==> config.mk <==
export PLATFORM = sky130hd
export DESIGN_NAME = hazard_interlock_unit
export DESIGN_NICKNAME = d
export VERILOG_FILES = /design/src/rtl/sparc8_hazard_pkg.sv /design/src/rtl/hazard_shadow_stage.sv /design/src/rtl/hazard_interlock_unit.sv
export SDC_FILE = /design/constraint.sdc
export NUM_CORES = 1
export LEC_CHECK = 0
export CAP_MARGIN = 10
export CORE_ASPECT_RATIO = 0.6
export CORE_UTILIZATION = 44
export DETAILED_ROUTE_END_ITERATION = 7
export HOLD_SLACK_MARGIN = 0.08
export PLACE_DENSITY = 0.76
export SETUP_SLACK_MARGIN = 0.02
export SLEW_MARGIN = 30
export SYNTH_ARGS = -nofsm -noshare
export SYNTH_HDL_FRONTEND = slang
export SYNTH_SLANG_ARGS = --single-unit
==> constraint.sdc <==
create_clock -name clk -period 1.8 [get_ports clk]
set_input_delay 0.18 -clock clk [delete_from_list [all_inputs] [get_ports clk]]
set_output_delay 0.18 -clock clk [all_outputs]
set_load 0.1 [all_outputs]
==> src/rtl/sparc8_hazard_pkg.sv <==
// Shared types and encodings for the SPARC8 decode-stage hazard block.
// Holds the shadow-entry layout and the forwarding select codes.
package sparc8_hazard_pkg;

    localparam int REG_W = 5;

    localparam logic [1:0] FWD_RF  = 2'b00;
    localparam logic [1:0] FWD_EX  = 2'b01;
    localparam logic [1:0] FWD_MEM = 2'b10;
    localparam logic [1:0] FWD_WB  = 2'b11;

    typedef struct packed {
        logic             wr;
        logic [REG_W-1:0] rd;
        logic             ld;
    } shadow_t;

    localparam int SHADOW_W = $bits(shadow_t);

endpackage

==> src/rtl/hazard_shadow_stage.sv <==
// One shadow entry {wr, rd, ld} mirroring a register write in flight.
// Cleared by synchronous reset, captures d on edges where load is high.
module hazard_shadow_stage
    import sparc8_hazard_pkg::*;
(
    input  logic                clk,
    input  logic                reset,
    input  logic                load,
    input  logic [SHADOW_W-1:0] d,
    output logic [SHADOW_W-1:0] q
);

    // Entry register: reset wins, otherwise capture when loaded.
    always_ff @(posedge clk) begin
        if (reset) begin
            q <= '0;
        end else if (load) begin
            q <= d;
        end
    end

endmodule

==> src/rtl/hazard_interlock_unit.sv <==
// Decode-stage load-use interlock and operand-forwarding selects.
// Tracks writes in EX/MEM/WB and stalls one cycle on a load-use hazard.
module hazard_interlock_unit
    import sparc8_hazard_pkg::*;
#(
    parameter int REG_W = sparc8_hazard_pkg::REG_W,
    parameter int CNT_W = 16
) (
    input  logic             clk,
    input  logic             reset,
    input  logic [REG_W-1:0] ID_rs1,
    input  logic [REG_W-1:0] ID_rs2,
    input  logic [REG_W-1:0] ID_rd,
    input  logic             ID_uses_rs1,
    input  logic             ID_uses_rs2,
    input  logic             ID_RF_Enable,
    input  logic             ID_Load_Instr,
    output logic             ctrl_mux_select,
    output logic             PC_enable,
    output logic             nPC_enable,
    output logic             IF_ID_enable,
    output logic [1:0]       fwd_rs1,
    output logic [1:0]       fwd_rs2,
    output logic [CNT_W-1:0] stall_count
);

    shadow_t ex_q;
    shadow_t mem_q;
    shadow_t wb_q;
    shadow_t ex_d;

    logic [SHADOW_W-1:0] ex_bits;
    logic [SHADOW_W-1:0] mem_bits;
    logic [SHADOW_W-1:0] wb_bits;

    logic ex_hit1;
    logic ex_hit2;
    logic mem_hit1;
    logic mem_hit2;
    logic wb_hit1;
    logic wb_hit2;
    logic load_use;
    logic stall;

    logic [1:0] sel1;
    logic [1:0] sel2;

    function automatic logic hit(
        input shadow_t          e,
        input logic             use_s,
        input logic [REG_W-1:0] s
    );
        return use_s && (s != '0) && e.wr && (e.rd == s);
    endfunction

    function automatic logic [1:0] pick(
        input logic ex_h,
        input logic ex_ld,
        input logic mem_h,
        input logic wb_h
    );
        logic [1:0] r;
        r = FWD_RF;
        unique case (1'b1)
            (ex_h && !ex_ld): r = FWD_EX;
            (!(ex_h && !ex_ld) && mem_h): r = FWD_MEM;
            (!(ex_h && !ex_ld) && !mem_h && wb_h): r = FWD_WB;
            default: r = FWD_RF;
        endcase
        return r;
    endfunction

    assign ex_q  = shadow_t'(ex_bits);
    assign mem_q = shadow_t'(mem_bits);
    assign wb_q  = shadow_t'(wb_bits);

    // Match each source against every in-flight write.
    always_comb begin
        ex_hit1  = hit(ex_q,  ID_uses_rs1, ID_rs1);
        ex_hit2  = hit(ex_q,  ID_uses_rs2, ID_rs2);
        mem_hit1 = hit(mem_q, ID_uses_rs1, ID_rs1);
        mem_hit2 = hit(mem_q, ID_uses_rs2, ID_rs2);
        wb_hit1  = hit(wb_q,  ID_uses_rs1, ID_rs1);
        wb_hit2  = hit(wb_q,  ID_uses_rs2, ID_rs2);
        load_use = ex_q.ld && (ex_hit1 || ex_hit2);
        stall    = !reset && load_use;
    end

    // Youngest producer wins; reset forces register-file operands.
    always_comb begin
        sel1    = pick(ex_hit1, ex_q.ld, mem_hit1, wb_hit1);
        sel2    = pick(ex_hit2, ex_q.ld, mem_hit2, wb_hit2);
        fwd_rs1 = reset ? FWD_RF : sel1;
        fwd_rs2 = reset ? FWD_RF : sel2;
    end

    // Bubble mux and fetch enables; bubble also held during reset.
    always_comb begin
        ctrl_mux_select = !reset && !stall;
        PC_enable       = !stall;
        nPC_enable      = !stall;
        IF_ID_enable    = !stall;
    end

    // Next EX entry: a bubble on stall, r0 writes recorded as no-write.
    always_comb begin
        ex_d = '0;
        if (!stall) begin
            ex_d.wr = ID_RF_Enable && (ID_rd != '0);
            ex_d.rd = ID_rd;
            ex_d.ld = ID_Load_Instr;
        end
    end

    hazard_shadow_stage u_ex (
        .clk   (clk),
        .reset (reset),
        .load  (1'b1),
        .d     (ex_d),
        .q     (ex_bits)
    );

    hazard_shadow_stage u_mem (
        .clk   (clk),
        .reset (reset),
        .load  (1'b1),
        .d     (ex_bits),
        .q     (mem_bits)
    );

    hazard_shadow_stage u_wb (
        .clk   (clk),
        .reset (reset),
        .load  (1'b1),
        .d     (mem_bits),
        .q     (wb_bits)
    );

    // Saturating count of stalled cycles.
    always_ff @(posedge clk) begin
        if (reset) begin
            stall_count <= '0;
        end else if (stall && (stall_count != '1)) begin
            stall_count <= stall_count + 1'b1;
        end
    end

endmodule

Yosys cells after proc, flatten, opt, wreduce, memory -nomap -nowiden
Cells that the tools add are included.

storage, ports and cells
  word-level logic and storage cells = 55
  output and inout bits = 24
  register bits = 37
  bits of input ports = 21

operators by class
  equality and inequality tests = 7
  multiplexer cells = 4
  reduce and logical (&&, ||, !) cells = 39
  $add $sub $neg = 1

operator list
  kind                   number
  $eq 5x5->1             6
  $logic_and 1x1->1      27
  $add 16x1->16 const B  1
  $ne 16x16->1 const B   1
  $reduce_bool 5->1      3
  $pmux 2 s3             2
  $logic_not 1->1        7
  $mux 2                 2
  $reduce_or 2->1        1
  $logic_or 1x1->1       1

Depth between registers and ports, before layout
  depth in word-level cells = 10
  mapped depth = 8
  mapped depth without buffers = 7

Modules after synthesis
Synthesis repeated with hierarchy kept, for this count alone.

unflattened totals
  cell total of the unflattened synthesis = 242
  area, all modules = 2182.1 um2

by module, submodules not included
  module                 times used  cells an instance  sequential area each (um2)  area each (um2)
  hazard_interlock_unit  1           176                320.3                       1438.9
  hazard_shadow_stage    3           22                 140.1                       247.7

Worst setup path before layout
Ideal clock, no wire load.

  kind = input to output
  start = input ID_rs2[1]
  end = output fwd_rs2[1]
  path slack = -1595 ps
  path buffers = 0
  arrival = 3215 ps
  cell stages on the path = 4
  data required time = 1620 ps
  path through = or4_4 > o21ai_4 > nor4_1 > nor3b_1

on the way
  longest elaborated chain between the ends = 10
  elaborated cells between the ends (all ways) = 19
  classes of those cells = 3 x eq/ne; 2 x mux; 14 x reduce/logical

RTL lines
  what                            RTL line                                                                               text
  start: declaration              hazard_interlock_unit.sv:12                                                            input logic [REG_W-1:0] ID_rs2,
  $reduce_bool 5->1               hazard_interlock_unit.sv:53                                                            return use_s && (s != '0) && e.wr && (e.rd == s);
  $logic_and 1x1->1 (3 in a row)  hazard_interlock_unit.sv:53
  $logic_and 1x1->1               hazard_interlock_unit.sv:65, hazard_interlock_unit.sv:66, hazard_interlock_unit.sv:67
  $logic_not 1->1                 hazard_interlock_unit.sv:66, hazard_interlock_unit.sv:67
  $logic_and 1x1->1 (2 in a row)  hazard_interlock_unit.sv:67                                                            (!(ex_h && !ex_ld) && !mem_h && wb_h): r = FWD_WB;
  $pmux 2 s3 *                    hazard_interlock_unit.sv:64                                                            unique case (1'b1)
  $mux 2 *                        hazard_interlock_unit.sv:94                                                            fwd_rs2 = reset ? FWD_RF : sel2;
  end: declaration                hazard_interlock_unit.sv:23                                                            output logic [1:0] fwd_rs2,

Every way passes the cells marked *; elsewhere a longest branch is shown, timed or not.

Final worst setup path
  start = register u_mem.q[4]
  end = output fwd_rs2[1]

on the way
  longest elaborated chain between the ends = 7
  elaborated cells between the ends (all ways) = 8
  classes of those cells = 1 x eq/ne; 2 x mux; 5 x reduce/logical

RTL lines
  what                            RTL line                     text
  start: declaration              hazard_shadow_stage.sv:10    output logic [SHADOW_W-1:0] q
  start signal: assignment        hazard_shadow_stage.sv:16    q <= '0;
  start signal: assignment        hazard_shadow_stage.sv:18    q <= d;
  $eq 5x5->1 *                    hazard_interlock_unit.sv:53
  $logic_and 1x1->1 *             hazard_interlock_unit.sv:53
  $logic_not 1->1                 hazard_interlock_unit.sv:67
  $logic_and 1x1->1 (2 in a row)  hazard_interlock_unit.sv:67
  $pmux 2 s3 *                    hazard_interlock_unit.sv:64
  $mux 2 *                        hazard_interlock_unit.sv:94

Marks and branches as above.

==> results.yml <==
detailed_routing:
  finalWirelength_mm: 5.66
  ant_nets: 0
  wl_per_cell_um: 16.5
  vias_per_cell: 5.34
  drc: 0
  first_iter_violations: 122
  detailedRoute.firstPassIterationCount: 4
  vias: 1833
placed_design:
  dp_slack_ns: -0.570
  io_buffers: 44
  routabilityCongestion: 0.851
  placed_area_sq_um: 2730
  hpwl_mm: 3.77
yosys:
  ys_top_cells_by_count: "dfxtp_1, xor2_1, a21oi_1, nor2b_1, xnor2_1"
  yosysTopAreaCellShare_pct: 37.7
  synth_nets: 224
  ys.flop_type: "dfxtp_1"
  synth_edf_count: 0
  yosys.area.top_type: "dfxtp_1"
  synthTopCellsByArea: "dfxtp_1, xor2_1, xnor2_1"
  synth_seq_area_share_pct: 37.7
  synth_top_family_by_area: "simple AND/OR/NAND/NOR gates"
  avgSynthCellArea_sq_um: 9.20
  synth.mux.area_fraction_pct: 1.75
  yosys.cell_types.count: 42
  netlist_area_sq_um: 1860
  ys_async_sr_fraction_pct: 0
  synth-xor-area-share_pct: 14.6
  synth_seq_cells: 35
  synthAdderAreaFrac_pct: 0.673
  synth.most_common_cell: "dfxtp_1"
  synth_compound_area_share_pct: 13.4
  synth-simple-area-share_pct: 29.4
  yosysWarnings: 0
  syn_inst: 202
global_routing:
  grt_pass1_wl_mm: 8.42
  grt-ovfl-total: 0
  grt_max_degree: 19
  grt_usage_pct: 26.1
  grt_pass1_vias: 1647
  antenna_found_initial: 0
floorplan:
  die_w_um: 85.9
  ios: 45
  core_sq_um: 3850
  row_count: 17
  start_util_pct: 48.3
  die_area_sq_um: 4500
  dieHeight_um: 52.3
power:
  p_clk_share_pct: 35.1
  ir_drop_mv: 0.396
  p_int_mw: 1.17
  power_density_nw_per_um2: 529
  p_comb_share_pct: 15.7
  p_leak_nw: 1.17
  power.total_mw: 1.61
  seq_power_share_pct: 49.2
  switchingPower_uw: 439
  switching_share_pct: 27.2
worst_setup_path:
  rr_endpoint: "stall_count[12]"
  r2r-start: "u_ex.q[1]"
  worstSetupPathType: "reg2out"
  critPathCaptureType: "output pin"
  r2r_setup_slack_ns: -0.30
  path_max_fanout: 3
  worst_ep_required_time_ns: 1.62
  critPathLaunchType: "flip-flop"
  crit_path_end: "fwd_rs2[1]"
  r2r_cells: 7
  cp-startpoint: "u_mem.q[4]"
  crit_arrival_ns: 1.97
clock_network:
  clock_sinks: 35
  htreeDepth: 2
  cts_max_path_buffers: 2
  root_buffer: "clkbuf_8"
  cts_buffers: 5
  clk_pin_slew_ns: 0.07
  clock_latency_ns: 0.30
  cts_tree: "built"
  hold_buffers: 0
timing:
  slew_viol_final: 0
  final.period_utilization_pct: 119
  holdWs_ns: 0.449
  setup_ws_ns: -0.351
  finalCriticalPeriod_ns: 2.15
  fin_worst_skew_ns: 0.00404
  grt_setup_unrepaired: "yes"
  setup_viol: 21
  setup_tns_ns: -5.22
  fmax_mhz: 465
  finalHoldViolations: 0
  worst_pin_slew_ns: 0.445
  slew_headroom_pct: 70.3
outcome:
  violations: "setup timing"
  run_status: "finished, violations left"
layout:
  nNetsFinal: 307
  syn2layout_area_growth_pct: 64.0
  n_fill_cell: 230
  fin_area_sq_um: 3050
  drive_gt1_share_pct: 50.7
  seq_area_sq_um: 779
  multi_input_area_sq_um: 1310
  num_antenna_cells: 0
flow_run:
  maxCapViolations: 0
hold_path:
  hold_path_class: "in2reg"
-- cell usage in the layout, fill, tap and decap left out, drive strengths merged, types with 10 or more instances in the layout --
| cell | synthesis | routed |
|---|---|---|
| clkdlybuf4s50 | 0 | 10 |
| xor2 | 17 | 17 |
| o21ai | 15 | 15 |
| nand2 | 11 | 11 |
| dfxtp | 35 | 35 |
| nor2b | 14 | 14 |
| a21oi | 15 | 15 |
| buf | 4 | 70 |
| or3 | 11 | 11 |
| xnor2 | 14 | 14 |
-- timing repair --
item / CTS / global route
setup buffers: 11 / 2
gates resized for setup: 61 / 17
endpoints found under the hold margin: 0 / 0
endpoints found under the setup margin: 31 / 28
pin swaps: 36 / 15
gates cloned: 0 / 0
-- per-layer routing --
| metal | track usage [%] | vias to the layer above | share of wire (%) |
|---|---|---|---|
| met5 | 0 | - | 0 |
| met4 | 10.3 | 0 | 1.6 |
| met3 | 7.24 | 12 | 6.3 |
| met2 | 32.3 | 65 | 42 |
| met1 | 40.8 | 869 | 50 |
| li1 | - | 887 | - |
-- critical path, cell delays in order, from the launching register on --
cell      delay, ns
dfxtp_1        0.35
xor2_1         0.16
nor4_1         0.33
nand4b_1       0.21
o21ai_1        0.14
nor3b_4        0.27
buf_12         0.21
-- logic make-up after synthesis --
family          after synthesis
xor+xnor                     31
simple gates                 89
compound gates               35
fa+ha+maj                     1
mux                           3
buf+inv                       8
flops                        35
-- flip-flops by register name, summed over array words and instances (netlist names) --
signal and count:
u_mem.q 6, stall_count 16, u_wb.q 6, u_ex.q 7
-- final cells by class --
type / count / share of cell area (%)
sequential: 35 / 25.6
clock buffer: 5 / 2.26
multi-input combinational: 159 / 42.8
inverter: 1 / 0.123
timing repair buffer: 83 / 26.3
clock inverter: 3 / 0.616
tap: 57 / 2.34
-- stage by stage --
stage,std cells,util (%)
floorplan,202,-
global placement,323,70.8
detailed placement,323,70.8
CTS,342,76.9
global route,343,79.2
finish,343,79.2
-- power by group through the flow --
stage	logic, mW	clock network [mW]	registers, mW
2_1_floorplan	0.104	0	0.803
3_3_place_gp	0.219	0	0.808
3_5_place_dp	0.222	0	0.808
4_1_cts	0.230	0.565	0.792
5_1_grt	0.268	0.609	0.796
6_report	0.253	0.567	0.794
-- how the worst min path moves through the flow --
stage | slack (ns) | cells past startpoint | startpoint | to
final | 0.45 | 2 | ID_RF_Enable | u_ex.q[6]
after global placement | 0.47 | 1 | u_ex.q[6] | u_mem.q[6]
after CTS | 0.46 | 2 | ID_RF_Enable | u_ex.q[6]
after detailed placement | 0.48 | 2 | stall_count[7] | stall_count[7]
after floorplan | 0.31 | 1 | ID_Load_Instr | u_ex.q[0]
after global routing | 0.48 | 2 | ID_RF_Enable | u_ex.q[6]
Power figures use the tool's default switching activity.
